## src/rtl/line_queue_scheduler.sv

```systemverilog
// Work-queue scheduler for the nonogram solver: seeds every row/column, issues lines one at a time
// and re-queues the crossing lines of newly determined cells until fixpoint or contradiction.
module line_queue_scheduler #(
  parameter int MAX_ROWS = 16,
  parameter int MAX_COLS = 16,
  parameter int LINES    = MAX_ROWS + MAX_COLS,
  parameter int ID_W     = $clog2(LINES),
  parameter int MAXL     = (MAX_ROWS > MAX_COLS) ? MAX_ROWS : MAX_COLS,
  parameter int RW       = $clog2(MAX_ROWS + 1),
  parameter int CW       = $clog2(MAX_COLS + 1)
) (
  input  logic            clk,
  input  logic            rst,
  input  logic            start,
  input  logic [RW-1:0]   num_rows,
  input  logic [CW-1:0]   num_cols,
  output logic            line_valid,
  output logic [ID_W-1:0] line_id,
  input  logic            line_ready,
  input  logic            res_valid,
  input  logic [ID_W-1:0] res_id,
  input  logic [MAXL-1:0] res_changed,
  input  logic            res_contradict,
  output logic            res_ready,
  output logic            busy,
  output logic            solved,
  output logic            contradiction,
  output logic [ID_W:0]   pending_count
);

  localparam int KW = (MAXL > 1) ? $clog2(MAXL) : 1;
  localparam int IW = ID_W + 2;

  typedef enum logic [2:0] {
    S_IDLE     = 3'd0,
    S_SEED     = 3'd1,
    S_RUN      = 3'd2,
    S_EXPAND   = 3'd3,
    S_DONE_OK  = 3'd4,
    S_DONE_ERR = 3'd5
  } state_t;

  state_t          state_r, state_next_s;
  logic [ID_W-1:0] queue_r [LINES];
  logic [ID_W-1:0] head_r, tail_r;
  logic [ID_W:0]   count_r;
  logic [LINES-1:0] pending_r;
  logic [IW-1:0]   inflight_r;
  logic [ID_W:0]   seed_idx_r;
  logic [RW-1:0]   nrows_r;
  logic [CW-1:0]   ncols_r;
  logic [MAXL-1:0] mask_r;
  logic            mask_row_r;
  logic            solved_r, contra_r;

  logic            active_s, seed_or_run_s, res_ready_s, line_valid_s;
  logic            empty_s, pop_s, accept_s, contra_s;
  logic [ID_W-1:0] head_id_s;
  logic [ID_W:0]   seed_total_s;
  logic            seed_none_s, seed_last_s;
  logic [ID_W-1:0] seed_id_s;
  logic [KW-1:0]   exp_k_s;
  logic [MAXL-1:0] exp_bit_s, mask_rest_s, lim_mask_s, changed_s;
  logic [ID_W-1:0] exp_id_s;
  logic            res_row_s;
  logic            push_req_s, push_s, pend_eff_s;
  logic [ID_W-1:0] push_id_s;

  function automatic logic [ID_W-1:0] ptr_inc(input logic [ID_W-1:0] p);
    if (p == ID_W'(LINES - 1)) begin
      return {ID_W{1'b0}};
    end else begin
      return p + ID_W'(1);
    end
  endfunction

  // State register
  always_ff @(posedge clk or negedge rst) begin
    if (!rst) begin
      state_r <= S_IDLE;
    end else begin
      state_r <= state_next_s;
    end
  end

  // Next-state logic; start restarts from any state
  always_comb begin
    state_next_s = state_r;
    if (start) begin
      state_next_s = S_SEED;
    end else begin
      case (state_r)
        S_IDLE:     state_next_s = S_IDLE;
        S_SEED: begin
          if (contra_s)                        state_next_s = S_DONE_ERR;
          else if (seed_none_s || seed_last_s) state_next_s = S_RUN;
          else                                 state_next_s = S_SEED;
        end
        S_RUN: begin
          if (contra_s)                                    state_next_s = S_DONE_ERR;
          else if (mask_r != {MAXL{1'b0}})                 state_next_s = S_EXPAND;
          else if (accept_s && changed_s != {MAXL{1'b0}})  state_next_s = S_EXPAND;
          else if (empty_s && inflight_r == {IW{1'b0}})    state_next_s = S_DONE_OK;
          else                                             state_next_s = S_RUN;
        end
        S_EXPAND: begin
          if (mask_rest_s == {MAXL{1'b0}}) state_next_s = S_RUN;
          else                             state_next_s = S_EXPAND;
        end
        S_DONE_OK:  state_next_s = S_DONE_OK;
        S_DONE_ERR: state_next_s = S_DONE_ERR;
        default:    state_next_s = S_IDLE;
      endcase
    end
  end

  // State-decoded handshake and status outputs
  always_comb begin
    active_s      = 1'b0;
    seed_or_run_s = 1'b0;
    case (state_r)
      S_SEED:   begin active_s = 1'b1; seed_or_run_s = 1'b1; end
      S_RUN:    begin active_s = 1'b1; seed_or_run_s = 1'b1; end
      S_EXPAND: begin active_s = 1'b1; seed_or_run_s = 1'b0; end
      default:  begin active_s = 1'b0; seed_or_run_s = 1'b0; end
    endcase
    // a held expand mask blocks new results so it is never overwritten
    res_ready_s  = seed_or_run_s && (mask_r == {MAXL{1'b0}});
    line_valid_s = active_s && !empty_s;
  end

  // Queue, seeding and expansion datapath decode
  always_comb begin
    head_id_s = queue_r[head_r];
    empty_s   = (count_r == {(ID_W+1){1'b0}});
    pop_s     = line_valid_s && line_ready;
    accept_s  = res_valid && res_ready_s && (inflight_r != {IW{1'b0}});
    contra_s  = accept_s && res_contradict;

    seed_total_s = (ID_W+1)'(nrows_r) + (ID_W+1)'(ncols_r);
    seed_none_s  = (nrows_r == {RW{1'b0}}) || (ncols_r == {CW{1'b0}});
    seed_last_s  = (seed_idx_r == seed_total_s - (ID_W+1)'(1));
    if (seed_idx_r < (ID_W+1)'(nrows_r)) begin
      seed_id_s = seed_idx_r[ID_W-1:0];
    end else begin
      seed_id_s = ID_W'(MAX_ROWS) + ID_W'(seed_idx_r - (ID_W+1)'(nrows_r));
    end

    exp_k_s = {KW{1'b0}};
    for (int k = MAXL - 1; k >= 0; k--) begin
      if (mask_r[k]) exp_k_s = KW'(k);
      else           exp_k_s = exp_k_s;
    end
    exp_bit_s   = MAXL'(1) << exp_k_s;
    mask_rest_s = mask_r & ~exp_bit_s;
    if (mask_row_r) exp_id_s = ID_W'(MAX_ROWS) + ID_W'(exp_k_s);
    else            exp_id_s = ID_W'(exp_k_s);

    // row results cross columns, so only bits inside the puzzle width count (and vice versa)
    res_row_s = ({1'b0, res_id} < (ID_W+1)'(MAX_ROWS));
    for (int k = 0; k < MAXL; k++) begin
      if (res_row_s) lim_mask_s[k] = (k < int'(ncols_r));
      else           lim_mask_s[k] = (k < int'(nrows_r));
    end
    changed_s = res_changed & lim_mask_s;

    if (state_r == S_SEED && !seed_none_s) begin
      push_req_s = 1'b1;
      push_id_s  = seed_id_s;
    end else if (state_r == S_EXPAND && mask_r != {MAXL{1'b0}}) begin
      push_req_s = 1'b1;
      push_id_s  = exp_id_s;
    end else begin
      push_req_s = 1'b0;
      push_id_s  = {ID_W{1'b0}};
    end
    // a line leaving the head this cycle is no longer pending and may be re-queued
    pend_eff_s = pending_r[push_id_s] && !(pop_s && head_id_s == push_id_s);
    push_s     = push_req_s && !pend_eff_s;
  end

  // Queue storage, pending bitmap, in-flight count and status registers
  always_ff @(posedge clk or negedge rst) begin
    if (!rst) begin
      for (int i = 0; i < LINES; i++) queue_r[i] <= {ID_W{1'b0}};
      head_r     <= {ID_W{1'b0}};
      tail_r     <= {ID_W{1'b0}};
      count_r    <= {(ID_W+1){1'b0}};
      pending_r  <= {LINES{1'b0}};
      inflight_r <= {IW{1'b0}};
      seed_idx_r <= {(ID_W+1){1'b0}};
      nrows_r    <= {RW{1'b0}};
      ncols_r    <= {CW{1'b0}};
      mask_r     <= {MAXL{1'b0}};
      mask_row_r <= 1'b0;
      solved_r   <= 1'b0;
      contra_r   <= 1'b0;
    end else if (start) begin
      head_r     <= {ID_W{1'b0}};
      tail_r     <= {ID_W{1'b0}};
      count_r    <= {(ID_W+1){1'b0}};
      pending_r  <= {LINES{1'b0}};
      inflight_r <= {IW{1'b0}};
      seed_idx_r <= {(ID_W+1){1'b0}};
      nrows_r    <= num_rows;
      ncols_r    <= num_cols;
      mask_r     <= {MAXL{1'b0}};
      mask_row_r <= 1'b0;
      solved_r   <= 1'b0;
      contra_r   <= 1'b0;
    end else if (contra_s) begin
      head_r     <= {ID_W{1'b0}};
      tail_r     <= {ID_W{1'b0}};
      count_r    <= {(ID_W+1){1'b0}};
      pending_r  <= {LINES{1'b0}};
      inflight_r <= {IW{1'b0}};
      mask_r     <= {MAXL{1'b0}};
      solved_r   <= 1'b0;
      contra_r   <= 1'b1;
    end else begin
      if (pop_s) begin
        head_r               <= ptr_inc(head_r);
        pending_r[head_id_s] <= 1'b0;
      end
      if (push_s) begin
        queue_r[tail_r]      <= push_id_s;
        tail_r               <= ptr_inc(tail_r);
        pending_r[push_id_s] <= 1'b1;
      end
      count_r <= count_r + {{ID_W{1'b0}}, push_s} - {{ID_W{1'b0}}, pop_s};

      if (pop_s && !accept_s && inflight_r != {IW{1'b1}}) begin
        inflight_r <= inflight_r + IW'(1);
      end else if (accept_s && !pop_s) begin
        inflight_r <= inflight_r - IW'(1);
      end

      if (state_r == S_SEED && push_req_s) begin
        seed_idx_r <= seed_idx_r + (ID_W+1)'(1);
      end

      if (accept_s && changed_s != {MAXL{1'b0}}) begin
        mask_r     <= changed_s;
        mask_row_r <= res_row_s;
      end else if (state_r == S_EXPAND) begin
        mask_r     <= mask_rest_s;
      end

      solved_r <= (state_next_s == S_DONE_OK);
    end
  end

  assign line_valid    = line_valid_s;
  assign line_id       = head_id_s;
  assign res_ready     = res_ready_s;
  assign busy          = active_s;
  assign solved        = solved_r;
  assign contradiction = contra_r;
  assign pending_count = count_r;

endmodule

```

## config.mk

```make
export PLATFORM = sky130hd
export DESIGN_NAME = line_queue_scheduler
export DESIGN_NICKNAME = d
export VERILOG_FILES = /design/src/rtl/line_queue_scheduler.sv
export SDC_FILE = /design/constraint.sdc
export NUM_CORES = 1
export LEC_CHECK = 0
export BUFFER_PORTS_ARGS = -buffer_cell sky130_fd_sc_hd__buf_2
export CAP_MARGIN = 10
export CELL_PAD_IN_SITES_DETAIL_PLACEMENT = 2
export CELL_PAD_IN_SITES_GLOBAL_PLACEMENT = 2
export CORE_MARGIN = 3
export CORE_UTILIZATION = 47
export CTS_BUF_LIST = sky130_fd_sc_hd__clkbuf_16
export DETAILED_ROUTE_END_ITERATION = 6
export GPL_ROUTABILITY_DRIVEN = 0
export PLACE_DENSITY = 0.9
export SLEW_MARGIN = 25
export SYNTH_ARGS = -nofsm -noshare
export SYNTH_HDL_FRONTEND = slang
export SYNTH_SLANG_ARGS = --single-unit
```

## constraint.sdc

```tcl
create_clock -name clk -period 12.75 [get_ports clk]
set_input_delay 2.55 -clock clk [delete_from_list [all_inputs] [get_ports clk]]
set_output_delay 2.55 -clock clk [all_outputs]
set_load 0.1 [all_outputs]
```

==> flow_metrics.env <==
export IMPL_hold_ws_ps=506.3
export IMPL_num_io_pins=53
export IMPL_drtIter0Drc=764
export IMPL_clk_path_buf_depth=3
export IMPL_cts_sinks=253
export IMPL_synth_area_leaders="dfrtp_1 43%, mux2_2 9.0%, mux4_2 7.2%"
export IMPL_cts_max_level=1
export IMPL_grt_pass1_wl_mm=84.78
export IMPL_pwr_share_seq_pct=25.4
export IMPL_grt_ovfl_total=0
export IMPL_grtUsageMet2_pct=58.98
export IMPL_cp_required_ps=10200
export IMPL_period_share_pct=52.70
export IMPL_cts_hold_buf=0
export IMPL_worstPathMaxFanout=45
export IMPL_core_um2=30670
export IMPL_internal_power_w=0.001918
export IMPL_synth_commonest_cells="253 x dfrtp_1, 117 x mux2_2, 75 x nor2_1"
export IMPL_cap_violations=0
export IMPL_synth_seq_area_share_pct=43.21
export IMPL_period_minus_slack_ps=6719
export IMPL_r2r_end="pending_count[4]$_DFF_PN0_"
export IMPL_numCtsBuffers=29
export IMPL_final_hold_violation_count=0
export IMPL_num_rows=64
export IMPL_yosys_area_top_type="dfrtp_1"
export IMPL_vias=11292
export IMPL_die_h_um=182.6
export IMPL_syn_to_final_growth_pct=9.727
export IMPL_grt_util_met3_pct=3.687
export IMPL_port_buffers=48
export IMPL_hold_path_class="flip-flop to flip-flop"
export IMPL_p_sw_w=0.002024
export IMPL_antenna_found_initial=0
export IMPL_die_w_um=182.6
export IMPL_fin_worst_skew_ps=23.58
export IMPL_grt_max_degree=114
export IMPL_powerDensity_nw_per_um2=245.2
export IMPL_rsz0062_at_grt="no"
export IMPL_crit_path_start_kind="flip-flop"
export IMPL_crit_start="head_r[0]$_DFFE_PN0P_"
export IMPL_p_clk_share_pct=21.1
export IMPL_fin_ws_ps=6031
export IMPL_layoutNonFillerInstCount=1688
export IMPL_grt_use_total_pct=32.88
export IMPL_end_kind="output pin"
export IMPL_ys_types=84
export IMPL_drc=0
export IMPL_post_cts_buffers=0
export IMPL_slew_viol_final=0
export IMPL_syn_avg_cell_area_um2=11.72
export IMPL_path_clk_slew_ps=70
export IMPL_async_flop_share_pct=100.0
export IMPL_fin_nets=1352
export IMPL_slew_headroom_pct=26.61
export IMPL_start_util_pct=47.77
export IMPL_setup_viol=0
export IMPL_hpwl_mm=34.71
export IMPL_grt_pass1_vias=13113
export IMPL_viasPerCell=6.690
export IMPL_fmax_mhz=148.8
export IMPL_synth_ff_type="dfrtp_1"
export IMPL_synth_most_common_cell="dfrtp_1"
export IMPL_synthesis_nets=1332
export IMPL_synthCells=1250
export IMPL_yosysWarnings=0
export IMPL_synth_seq_cells=253
export IMPL_synth_area_um2=14650
export IMPL_finalSetupTns_ps=0
export IMPL_worstPathArrival_ps=4170
export IMPL_critPathKind="flip-flop to output pin"
export IMPL_critPathCapture="line_id[4]"
export IMPL_dr_pass1_iters=5
export IMPL_use_met1_pct=40.50
export IMPL_diodes=0
export IMPL_top_usage_layer="met2"
export IMPL_r2r_start="nrows_r[1]$_DFFE_PN0P_"
export IMPL_combPwrFrac_pct=53.4
export IMPL_drt_total_wl_mm=54.38
export IMPL_ctsRootBufferMaster="clkbuf_16"
export IMPL_cts_tree="yes"
export IMPL_die_area_um2=33330
export IMPL_tightestPinTransition_ps=1101
export IMPL_synth_top_area_share_pct=43.21
export IMPL_dp_slack_ps=6730
export IMPL_r2r_cells=22
export IMPL_leakagePower_nw=7.245
export IMPL_switching_share_pct=51.34
export IMPL_drive_gt1_share_pct=27.55
export IMPL_placedCellCount=1635
export IMPL_status="finished clean"
export IMPL_clock_latency_ps=590
export IMPL_wl_per_cell_um=32.22
export IMPL_antenna_left=0
export IMPL_synth_edf_count=0
export IMPL_utilization_pct=52.42
export IMPL_vdd_ir_drop_max_v=0.0002118
export IMPL_cts_resized=0
export IMPL_rrSetupSlack_ps=6390
==> registers in the layout, indices dropped and copies added (netlist names), 3 cells and up <==
name / count
state_r: 3
pending_count: 6
inflight_r: 7
mask_r: 16
nrows_r: 5
queue_r: 160
pending_r: 32
head_r: 5
ncols_r: 5
seed_idx_r: 6
tail_r: 5
==> power by group through the flow <==
stage	logic (W)	registers, W	clock network [W]
finish	0.00211	0.00100	0.000834
floorplan	0.00140	0.00101	0
global placement	0.00183	0.000988	0
CTS	0.00207	0.000997	0.000840
global route	0.00223	0.00101	0.000871
detailed placement	0.00199	0.00101	0
==> logic make-up (layout without fill, tap and decap cells) <==
logic type / Yosys count / count (layout) / synth area share (%)
adders and majority gates: 45 / 45 / 4.150
xor gates and xnor gates: 31 / 31 / 1.853
muxes: 231 / 231 / 22.07
buffers and inverters: 130 / 172 / 4.125
and+or+nand+nor: 331 / 331 / 13.82
DFF: 253 / 253 / 43.21
AOI/OAI and AO/OA: 229 / 229 / 10.78
==> through the flow <==
step	area (um2)	power, W
after floorplan	14650	0.002411
after global placement	15140	0.002820
after detailed placement	15170	0.002998
after CTS	16080	0.003908
after global routing	16080	0.004109
final	16080	0.003942
==> final cells by class <==
class                           count  area, um2
Inverter                           55      206.4
Fill cell                        2884      14590
Timing Repair Buffer               64      385.4
Tap cell                          396      495.5
Sequential cell                   253       6334
Clock inverter                     24      177.7
Multi-Input combinational cell    867       7752
Clock buffer                       29      725.7
==> worst min-delay path by stage <==
| stage | from | endpoint | slack [ps] | depth (start not counted) |
|---|---|---|---|---|
| floorplan | queue_r[114]$_DFFE_PN0P_ | queue_r[114]$_DFFE_PN0P_ | 450 | 1 |
| global placement | queue_r[116]$_DFFE_PN0P_ | queue_r[116]$_DFFE_PN0P_ | 460 | 1 |
| detailed placement | queue_r[115]$_DFFE_PN0P_ | queue_r[115]$_DFFE_PN0P_ | 490 | 1 |
| CTS | queue_r[126]$_DFFE_PN0P_ | queue_r[126]$_DFFE_PN0P_ | 510 | 1 |
| global route | queue_r[126]$_DFFE_PN0P_ | queue_r[126]$_DFFE_PN0P_ | 510 | 1 |
| finish | queue_r[5]$_DFFE_PN0P_ | queue_r[5]$_DFFE_PN0P_ | 510 | 1 |
==> cells in the final DEF (no fill, tap or decap), drive strengths merged, types with 9 or more instances in the layout <==
master	Yosys	layout
dfrtp	253	253
mux2	161	161
nor2	75	75
nand2	69	69
buf	32	64
inv	55	62
o21ai	57	57
a21oi	52	52
mux4	47	47
ha	39	39
nand3	29	29
clkbuf	43	29
nor4	24	24
mux2i	23	23
xnor2	22	22
o211ai	20	20
nand4	20	20
nor3	17	17
nor2b	15	15
nand2b	14	14
clkinv	0	14
or4	14	14
o31ai	13	13
a32o	12	12
or3	10	10
and2	10	10
a211oi	10	10
a221oi	10	10
xor2	9	9
==> critical path, stage by stage (launching register included) <==
cell,delay [ps]
dfrtp_2,350
buf_4,730
mux4_2,660
mux4_2,510
mux2i_1,610
inv_1,320
buf_2,380
==> per-layer routing <==
layer	wire [um]	part of all wire, %	up-vias
met4	2442	4.5	0
met5	0	0	-
li1	-	-	4668
met2	28190	52	417
met3	2255	4.1	169
met1	21500	40	6038
No activity file was read; power rests on OpenSTA's default activity.
